## src/rtl/i2s_rx_pkg.sv

```systemverilog
// Shared types for the I2S ADC receiver: FSM states, default sample width and stereo pair.
package i2s_rx_pkg;

   localparam int DATA_W_DEF = 24;

   typedef enum logic [1:0] {
      IDLE  = 2'd0,
      SKIP  = 2'd1,
      SHIFT = 2'd2,
      WAIT  = 2'd3
   } rx_state_t;

   typedef struct packed {
      logic [DATA_W_DEF-1:0] left;
      logic [DATA_W_DEF-1:0] right;
   } stereo_pair_t;

endpackage

```

## src/rtl/i2s_adc_rx_if.sv

```systemverilog
// Valid/ready stereo sample stream from the I2S receiver to the filter stage.
interface i2s_adc_rx_if
   import i2s_rx_pkg::*;
#(
   parameter int DATA_W = DATA_W_DEF
) ();

   logic [DATA_W-1:0] sample_left;
   logic [DATA_W-1:0] sample_right;
   logic              sample_valid;
   logic              sample_ready;

   modport master (
      output sample_left,
      output sample_right,
      output sample_valid,
      input  sample_ready
   );

   modport slave (
      input  sample_left,
      input  sample_right,
      input  sample_valid,
      output sample_ready
   );

endinterface

```

## src/rtl/i2s_rx_fifo.sv

```systemverilog
// First-word-fall-through stereo pair buffer; used by i2s_adc_rx when I2S_RX_FIFO_EN is defined.
module i2s_rx_fifo
   import i2s_rx_pkg::*;
#(
   parameter int  DEPTH  = 4,
   parameter type pair_t = stereo_pair_t
) (
   input  logic                   clk,
   input  logic                   rst_n,
   input  logic                   push,
   input  pair_t                  push_data,
   input  logic                   pop,
   output pair_t                  head,
   output logic                   empty,
   output logic                   full,
   output logic [$clog2(DEPTH):0] count
);

   localparam int             PTR_W   = $clog2(DEPTH);
   localparam logic [PTR_W:0] DEPTH_C = (PTR_W + 1)'(DEPTH);
   localparam logic [PTR_W:0] CNT_ONE = (PTR_W + 1)'(1'b1);

   pair_t            mem_r [DEPTH];
   logic [PTR_W-1:0] wr_ptr_r;
   logic [PTR_W-1:0] rd_ptr_r;
   logic [PTR_W-1:0] prev_ptr_s;
   logic [PTR_W:0]   count_r;
   logic             do_push_s;
   logic             do_pop_s;

   assign empty      = (count_r == {(PTR_W + 1){1'b0}});
   assign full       = (count_r == DEPTH_C);
   assign count      = count_r;
   assign do_pop_s   = pop && !empty;
   assign do_push_s  = push && (!full || do_pop_s);
   // While empty the slot just behind the read pointer is the last popped pair, so the output holds it.
   assign prev_ptr_s = rd_ptr_r - PTR_W'(1'b1);
   assign head       = empty ? mem_r[prev_ptr_s] : mem_r[rd_ptr_r];

   // Storage, pointers and occupancy.
   always_ff @(posedge clk) begin
      if (!rst_n) begin
         for (int i = 0; i < DEPTH; i++) begin
            mem_r[i] <= '0;
         end
         wr_ptr_r <= {PTR_W{1'b0}};
         rd_ptr_r <= {PTR_W{1'b0}};
         count_r  <= {(PTR_W + 1){1'b0}};
      end else begin
         if (do_push_s) begin
            mem_r[wr_ptr_r] <= push_data;
            wr_ptr_r        <= wr_ptr_r + PTR_W'(1'b1);
         end
         if (do_pop_s) begin
            rd_ptr_r <= rd_ptr_r + PTR_W'(1'b1);
         end
         case ({do_push_s, do_pop_s})
            2'b10:   count_r <= count_r + CNT_ONE;
            2'b01:   count_r <= count_r - CNT_ONE;
            default: count_r <= count_r;
         endcase
      end
   end

endmodule

```

## src/rtl/i2s_adc_rx.sv

```systemverilog
// I2S ADC receiver: synchronizes codec clocks, assembles left/right words and buffers stereo pairs.
// Define I2S_RX_FIFO_EN for a FIFO_DEPTH-entry pair buffer; otherwise a single pair register is used.
module i2s_adc_rx
   import i2s_rx_pkg::*;
#(
   parameter int DATA_W     = DATA_W_DEF,
   parameter int FIFO_DEPTH = 4
) (
   input  logic         clk_clk,
   input  logic         reset_reset_n,
   input  logic         aud_bclk,
   input  logic         aud_adclrck,
   input  logic         aud_adcdat,
   i2s_adc_rx_if.master smp,
   output logic         overflow,
   input  logic         clear_overflow,
   output logic         frame_err
);

   localparam int              CNT_W    = $clog2(DATA_W);
   localparam logic [CNT_W-1:0] LAST_BIT = CNT_W'(DATA_W - 1);

   typedef struct packed {
      logic [DATA_W-1:0] left;
      logic [DATA_W-1:0] right;
   } pair_t;

   logic bclk_s1_r, bclk_s2_r, bclk_s3_r;
   logic lrck_s1_r, lrck_s2_r, lrck_s3_r;
   logic dat_s1_r, dat_s2_r;
   logic strobe_s, lr_edge_s, lr_fall_s;

   rx_state_t         state_r, state_nxt_s;
   logic              chan_r;
   logic [CNT_W-1:0]  bit_cnt_r;
   logic [DATA_W-1:0] shift_r, word_s;
   logic [DATA_W-1:0] left_hold_r, right_hold_r;
   logic              left_ok_r, push_r, frame_err_r, overflow_r;
   logic              shift_en_s, word_done_s, err_s, cnt_clr_s;
   pair_t             push_pair_s, head_s;
   logic              valid_s, pop_s, drop_s;

   assign strobe_s    = bclk_s2_r & ~bclk_s3_r;
   assign lr_edge_s   = lrck_s2_r ^ lrck_s3_r;
   assign lr_fall_s   = lrck_s3_r & ~lrck_s2_r;
   assign word_s      = {shift_r[DATA_W-2:0], dat_s2_r};
   assign push_pair_s = {left_hold_r, right_hold_r};

   // Input synchronizers plus edge-detect stage for the codec clocks.
   always_ff @(posedge clk_clk) begin
      if (!reset_reset_n) begin
         {bclk_s1_r, bclk_s2_r, bclk_s3_r} <= 3'b000;
         {lrck_s1_r, lrck_s2_r, lrck_s3_r} <= 3'b000;
         {dat_s1_r, dat_s2_r}              <= 2'b00;
      end else begin
         {bclk_s1_r, bclk_s2_r, bclk_s3_r} <= {aud_bclk, bclk_s1_r, bclk_s2_r};
         {lrck_s1_r, lrck_s2_r, lrck_s3_r} <= {aud_adclrck, lrck_s1_r, lrck_s2_r};
         {dat_s1_r, dat_s2_r}              <= {aud_adcdat, dat_s1_r};
      end
   end

   // Word framing FSM: next state and datapath controls.
   always_comb begin
      state_nxt_s = state_r;
      shift_en_s  = 1'b0;
      word_done_s = 1'b0;
      err_s       = 1'b0;
      cnt_clr_s   = 1'b0;
      case (state_r)
         IDLE: begin
            if (lr_fall_s) state_nxt_s = SKIP;
            else           state_nxt_s = IDLE;
         end
         SKIP: begin
            if (lr_edge_s) begin
               state_nxt_s = SKIP;
            end else if (strobe_s) begin
               state_nxt_s = SHIFT;
               cnt_clr_s   = 1'b1;
            end else begin
               state_nxt_s = SKIP;
            end
         end
         SHIFT: begin
            if (lr_edge_s) begin
               err_s       = 1'b1;
               state_nxt_s = SKIP;
            end else if (strobe_s) begin
               shift_en_s = 1'b1;
               if (bit_cnt_r == LAST_BIT) begin
                  word_done_s = 1'b1;
                  state_nxt_s = WAIT;
               end else begin
                  state_nxt_s = SHIFT;
               end
            end else begin
               state_nxt_s = SHIFT;
            end
         end
         WAIT: begin
            if (lr_edge_s) state_nxt_s = SKIP;
            else           state_nxt_s = WAIT;
         end
         default: state_nxt_s = IDLE;
      endcase
   end

   // State, shift register and channel holding registers; a pair is pushed only after a clean left word.
   always_ff @(posedge clk_clk) begin
      if (!reset_reset_n) begin
         state_r      <= IDLE;
         chan_r       <= 1'b0;
         bit_cnt_r    <= {CNT_W{1'b0}};
         shift_r      <= {DATA_W{1'b0}};
         left_hold_r  <= {DATA_W{1'b0}};
         right_hold_r <= {DATA_W{1'b0}};
         left_ok_r    <= 1'b0;
         push_r       <= 1'b0;
         frame_err_r  <= 1'b0;
      end else begin
         state_r     <= state_nxt_s;
         frame_err_r <= err_s;
         push_r      <= 1'b0;
         if (lr_edge_s) begin
            chan_r <= lrck_s2_r;
         end
         if (cnt_clr_s) begin
            bit_cnt_r <= {CNT_W{1'b0}};
         end else if (shift_en_s) begin
            bit_cnt_r <= bit_cnt_r + CNT_W'(1'b1);
         end
         if (shift_en_s) begin
            shift_r <= word_s;
         end
         if (err_s) begin
            left_ok_r <= 1'b0;
         end else if (word_done_s) begin
            if (!chan_r) begin
               left_hold_r <= word_s;
               left_ok_r   <= 1'b1;
            end else begin
               right_hold_r <= word_s;
               push_r       <= left_ok_r;
               left_ok_r    <= 1'b0;
            end
         end
      end
   end

   assign pop_s = valid_s && smp.sample_ready;

`ifdef I2S_RX_FIFO_EN
   logic                          fifo_empty_s;
   logic                          fifo_full_s;
   logic [$clog2(FIFO_DEPTH):0]   unused_fifo_count_s;

   i2s_rx_fifo #(
      .DEPTH  (FIFO_DEPTH),
      .pair_t (pair_t)
   ) u_fifo (
      .clk       (clk_clk),
      .rst_n     (reset_reset_n),
      .push      (push_r),
      .push_data (push_pair_s),
      .pop       (pop_s),
      .head      (head_s),
      .empty     (fifo_empty_s),
      .full      (fifo_full_s),
      .count     (unused_fifo_count_s)
   );

   assign valid_s = !fifo_empty_s;
   assign drop_s  = push_r && fifo_full_s && !pop_s;
`else
   pair_t pair_r;
   logic  pair_valid_r;
   logic  unused_depth_s;

   assign unused_depth_s = (FIFO_DEPTH > 1);

   // Single pair register; an unpopped pair is overwritten by the next one.
   always_ff @(posedge clk_clk) begin
      if (!reset_reset_n) begin
         pair_r       <= '0;
         pair_valid_r <= 1'b0;
      end else if (push_r) begin
         pair_r       <= push_pair_s;
         pair_valid_r <= 1'b1;
      end else if (pop_s) begin
         pair_valid_r <= 1'b0;
      end
   end

   assign head_s  = pair_r;
   assign valid_s = pair_valid_r;
   assign drop_s  = push_r && pair_valid_r && !pop_s;
`endif

   // Sticky overflow; a drop wins over a simultaneous clear.
   always_ff @(posedge clk_clk) begin
      if (!reset_reset_n) begin
         overflow_r <= 1'b0;
      end else if (drop_s) begin
         overflow_r <= 1'b1;
      end else if (clear_overflow) begin
         overflow_r <= 1'b0;
      end
   end

   assign smp.sample_left  = head_s.left;
   assign smp.sample_right = head_s.right;
   assign smp.sample_valid = valid_s;
   assign overflow         = overflow_r;
   assign frame_err        = frame_err_r;

endmodule

```

## src/flat_wrapper.sv

```systemverilog
// flat-port wrapper written by rule: the top's interface ports become plain ports
module i2s_adc_rx_flat import i2s_rx_pkg::*;
#(
   parameter int DATA_W     = DATA_W_DEF,
   parameter int FIFO_DEPTH = 4
)
  (clk_clk, reset_reset_n, aud_bclk, aud_adclrck, aud_adcdat, overflow, clear_overflow, frame_err, smp_sample_left, smp_sample_right, smp_sample_valid, smp_sample_ready);
  i2s_adc_rx_if #(.DATA_W(DATA_W)) smp_i ();
  input  logic clk_clk;
  input  logic reset_reset_n;
  input  logic aud_bclk;
  input  logic aud_adclrck;
  input  logic aud_adcdat;
  output logic overflow;
  input  logic clear_overflow;
  output logic frame_err;
  output wire logic [$bits(smp_i.sample_left)-1:0] smp_sample_left;
  output wire logic [$bits(smp_i.sample_right)-1:0] smp_sample_right;
  output wire logic [$bits(smp_i.sample_valid)-1:0] smp_sample_valid;
  input wire logic [$bits(smp_i.sample_ready)-1:0] smp_sample_ready;
  assign smp_sample_left = smp_i.sample_left;
  assign smp_sample_right = smp_i.sample_right;
  assign smp_sample_valid = smp_i.sample_valid;
  assign smp_i.sample_ready = smp_sample_ready;
  i2s_adc_rx #(.DATA_W(DATA_W), .FIFO_DEPTH(FIFO_DEPTH)) u_core (.clk_clk(clk_clk), .reset_reset_n(reset_reset_n), .aud_bclk(aud_bclk), .aud_adclrck(aud_adclrck), .aud_adcdat(aud_adcdat), .smp(smp_i), .overflow(overflow), .clear_overflow(clear_overflow), .frame_err(frame_err));
endmodule
```

## config.mk

```make
export PLATFORM = sky130hd
export DESIGN_NAME = i2s_adc_rx_flat
export DESIGN_NICKNAME = d
export VERILOG_FILES = /design/src/rtl/i2s_rx_pkg.sv /design/src/rtl/i2s_adc_rx_if.sv /design/src/rtl/i2s_rx_fifo.sv /design/src/rtl/i2s_adc_rx.sv /design/src/flat_wrapper.sv
export SDC_FILE = /design/constraint.sdc
export NUM_CORES = 1
export LEC_CHECK = 0
export CAP_MARGIN = 15
export CORE_ASPECT_RATIO = 1.5
export CORE_MARGIN = 2
export CORE_UTILIZATION = 45
export CTS_BUF_LIST = sky130_fd_sc_hd__clkbuf_8
export CTS_CLUSTER_DIAMETER = 80
export DETAILED_ROUTE_END_ITERATION = 7
export MAX_ROUTING_LAYER = met4
export PLACE_DENSITY = 0.76
export SYNTH_ARGS = -nofsm -noshare
export SYNTH_HDL_FRONTEND = slang
export SYNTH_SLANG_ARGS = --single-unit
```

## constraint.sdc

```tcl
create_clock -name clk_clk -period 5.52 [get_ports clk_clk]
set_clock_uncertainty 0.05 [all_clocks]
set_input_delay 1.38 -clock clk_clk [delete_from_list [all_inputs] [get_ports clk_clk]]
set_output_delay 1.38 -clock clk_clk [all_outputs]
set_load 0.01 [all_outputs]
```

==> flow_metrics.tcl <==
set metrics [dict create \
    status "finished clean" \
    rsz0062_at_grt "false" \
    die_area_um2 12370 \
    grt_start_max_net_pins 81 \
    finalHoldViolCount 0 \
    routed_via_density 5.116 \
    critPathRequiredTime_ns 5.81 \
    insertion_delay_ns 0.42 \
    die_h_um 135.2 \
    wl_um 9999 \
    synth-async-reset-ratio 0 \
    yosysUniqueCellTypes 35 \
    synth_edf_count 0 \
    ys_warn_count 0 \
    holdCritPathClass "register to register" \
    cts_tree "yes" \
    post_dp_cell_area_um2 5769 \
    numCtsBuffers 17 \
    drive_gt1_frac 0.07266 \
    ir_drop_mv 0.1627 \
    syn-cell-area_um2 5165 \
    most-common-layout-cells "dfxtp_1, mux2i_1, nand2_1" \
    synth_ff_type "dfxtp_1" \
    clockRootBuffer "clkbuf_8" \
    setup_viol 0 \
    fp.coreArea_um2 11110 \
    antenna_found_initial 0 \
    setup_tns_ns 0 \
    grt_pass1_vias 3588 \
    fin_area_um2 6267 \
    whs_ns 0.3858 \
    ys_seq_area_frac 0.5426 \
    drv_cap 0 \
    place_hpwl_um 6369 \
    busiest_layer "met2" \
    antenna_left 0 \
    worstPathArrival_ns 3.19 \
    grt_overflow 0 \
    grtUsageTotal 0.1730 \
    cellLeakagePower_nw 2.199 \
    drcViolationCount 0 \
    fin_crit_ns 2.893 \
    start_util 0.4647 \
    slew_violations 0 \
    power_density_nw_per_um2 328.1 \
    cts_resized 0 \
    worst_pin_slew_ns 1.041 \
    critPathMaxFanout 33 \
    worstSetupStartpointType "register" \
    ys_seq_elements 140 \
    rows 47 \
    routedWlPerCell_um 13.79 \
    io_pins 58 \
    cts_hold_buf 0 \
    die_x_um 91.48 \
    clk_transition_reported_paths_ns 0.07 \
    htree_levels 4 \
    syn_to_final_growth_pct 21.34 \
    maxSlewHeadroom 0.3058 \
    gp_congestion 0.8241 \
    nets 575 \
    synthCells 525 \
    drt-initial-drc-count 179 \
    use_met1 0.1882 \
    cts.sinks 140 \
    final_common_cell "dfxtp_1" \
    nFillCells 939 \
    grt_pass1_wl_um 16740 \
    clockBufferDepth 2 \
    dr.pass1.iters 5 \
    syn_avg_cell_area_um2 9.838 \
    final.period_utilization 0.5242 \
    post_cts_buffers 0 \
    antenna_cells 0 \
    dr_total_vias 3709 \
    crit_path_end_kind "register" \
    grtUsageMet2 0.3011 \
    io_buffers 57 \
    fmax_mhz 345.6 \
    synth_fp_nets 534 \
    critPathKind "register to register" \
    met3_usage 0.04062 \
]
cell families (layout without fill, tap and decap cells):
group	after synthesis	count (layout)	share of synthesized area
AOI/OAI and AO/OA	64	64	0.06613
adders and majority gates	2	2	0.004844
buffers and inverters	46	99	0.03997
DFF	140	140	0.5426
muxes	97	97	0.1880
and+or+nand+nor	176	176	0.1584
worst max-delay path: stages (launching register included):
cell,delay (ns)
dfxtp_1,0.33
inv_1,0.05
ha_1,0.27
buf_4,0.33
inv_1,0.49
nor4_4,0.62
buf_4,0.41
mux2i_1,0.24
report_power, final:
| part | internal, mW | switching, mW | total [mW] |
|---|---|---|---|
| Combinational | 0.00842 | 0.0286 | 0.0371 |
| Sequential | 1.01 | 0.00187 | 1.01 |
| Clock | 0.631 | 0.374 | 1.01 |
| Total | 1.65 | 0.405 | 2.06 |
registers in the layout, indices dropped and copies added (netlist names), 2 cells and up:
name and count:
u_core.bit_cnt_r 5, u_core.right_hold_r 24, u_core.shift_r 23, u_core.smp.sample_right 24, u_core.left_hold_r 24, u_core.smp.sample_left 24, u_core.state_r 2
final timing paths:
check	start	to	slack (ns)	cells past startpoint
worst max-delay path	u_core.lrck_s2_r	u_core.left_hold_r[0]	2.63	7
worst min-delay path	u_core.lrck_s1_r	u_core.lrck_s2_r	0.39	1
worst min register to register	u_core.lrck_s1_r	u_core.lrck_s2_r	0.39	1
worst max register to register	u_core.lrck_s2_r	u_core.left_hold_r[0]	2.63	7
routing by layer:
layer / wire (um) / vias to the layer above
met5: 0 / -
met4: 125 / 0
met3: 332 / 7
met1: 4166 / 1762
li1: - / 1866
met2: 5374 / 74
layout make-up:
class / count / area [um^2] / share of cell area
Tap cell: 147 / 183.9 / 0.02935
Multi-Input combinational cell: 339 / 2156 / 0.3440
Clock inverter: 10 / 209.0 / 0.03334
Clock buffer: 21 / 289.0 / 0.04612
Inverter: 6 / 22.52 / 0.003594
Timing Repair Buffer: 62 / 603.1 / 0.09623
Sequential cell: 140 / 2804 / 0.4474
cells in the mapped netlist, types with 2 or more instances:
cell type | number | area [um^2]
o21ai_0 | 26 | 130.1
buf_4 | 2 | 15.01
nor2b_1 | 2 | 12.51
inv_1 | 5 | 18.77
clkbuf_1 | 23 | 86.33
and2_1 | 6 | 37.54
mux2i_1 | 97 | 970.9
o31ai_1 | 4 | 30.03
nand2_1 | 73 | 274.0
ha_1 | 2 | 25.02
buf_2 | 9 | 45.04
dfxtp_1 | 140 | 2803
a21oi_1 | 30 | 150.1
nor2_1 | 54 | 202.7
buf_6 | 2 | 22.52
or3_1 | 2 | 12.51
or4_1 | 2 | 15.01
nand3_1 | 26 | 130.1
buf_1 | 4 | 15.01
metrics by stage:
step	utilization	setup slack [ns]	power, mW	std cells
3_3_place_gp	0.5191	2.705	1.073	694
2_1_floorplan	-	3.060	1.065	525
4_1_cts	0.5639	2.627	2.073	725
6_report	0.5639	2.627	2.056	725
5_1_grt	0.5639	2.402	2.119	725
3_5_place_dp	0.5191	2.633	1.075	694
(Power assumes the default switching activity.)
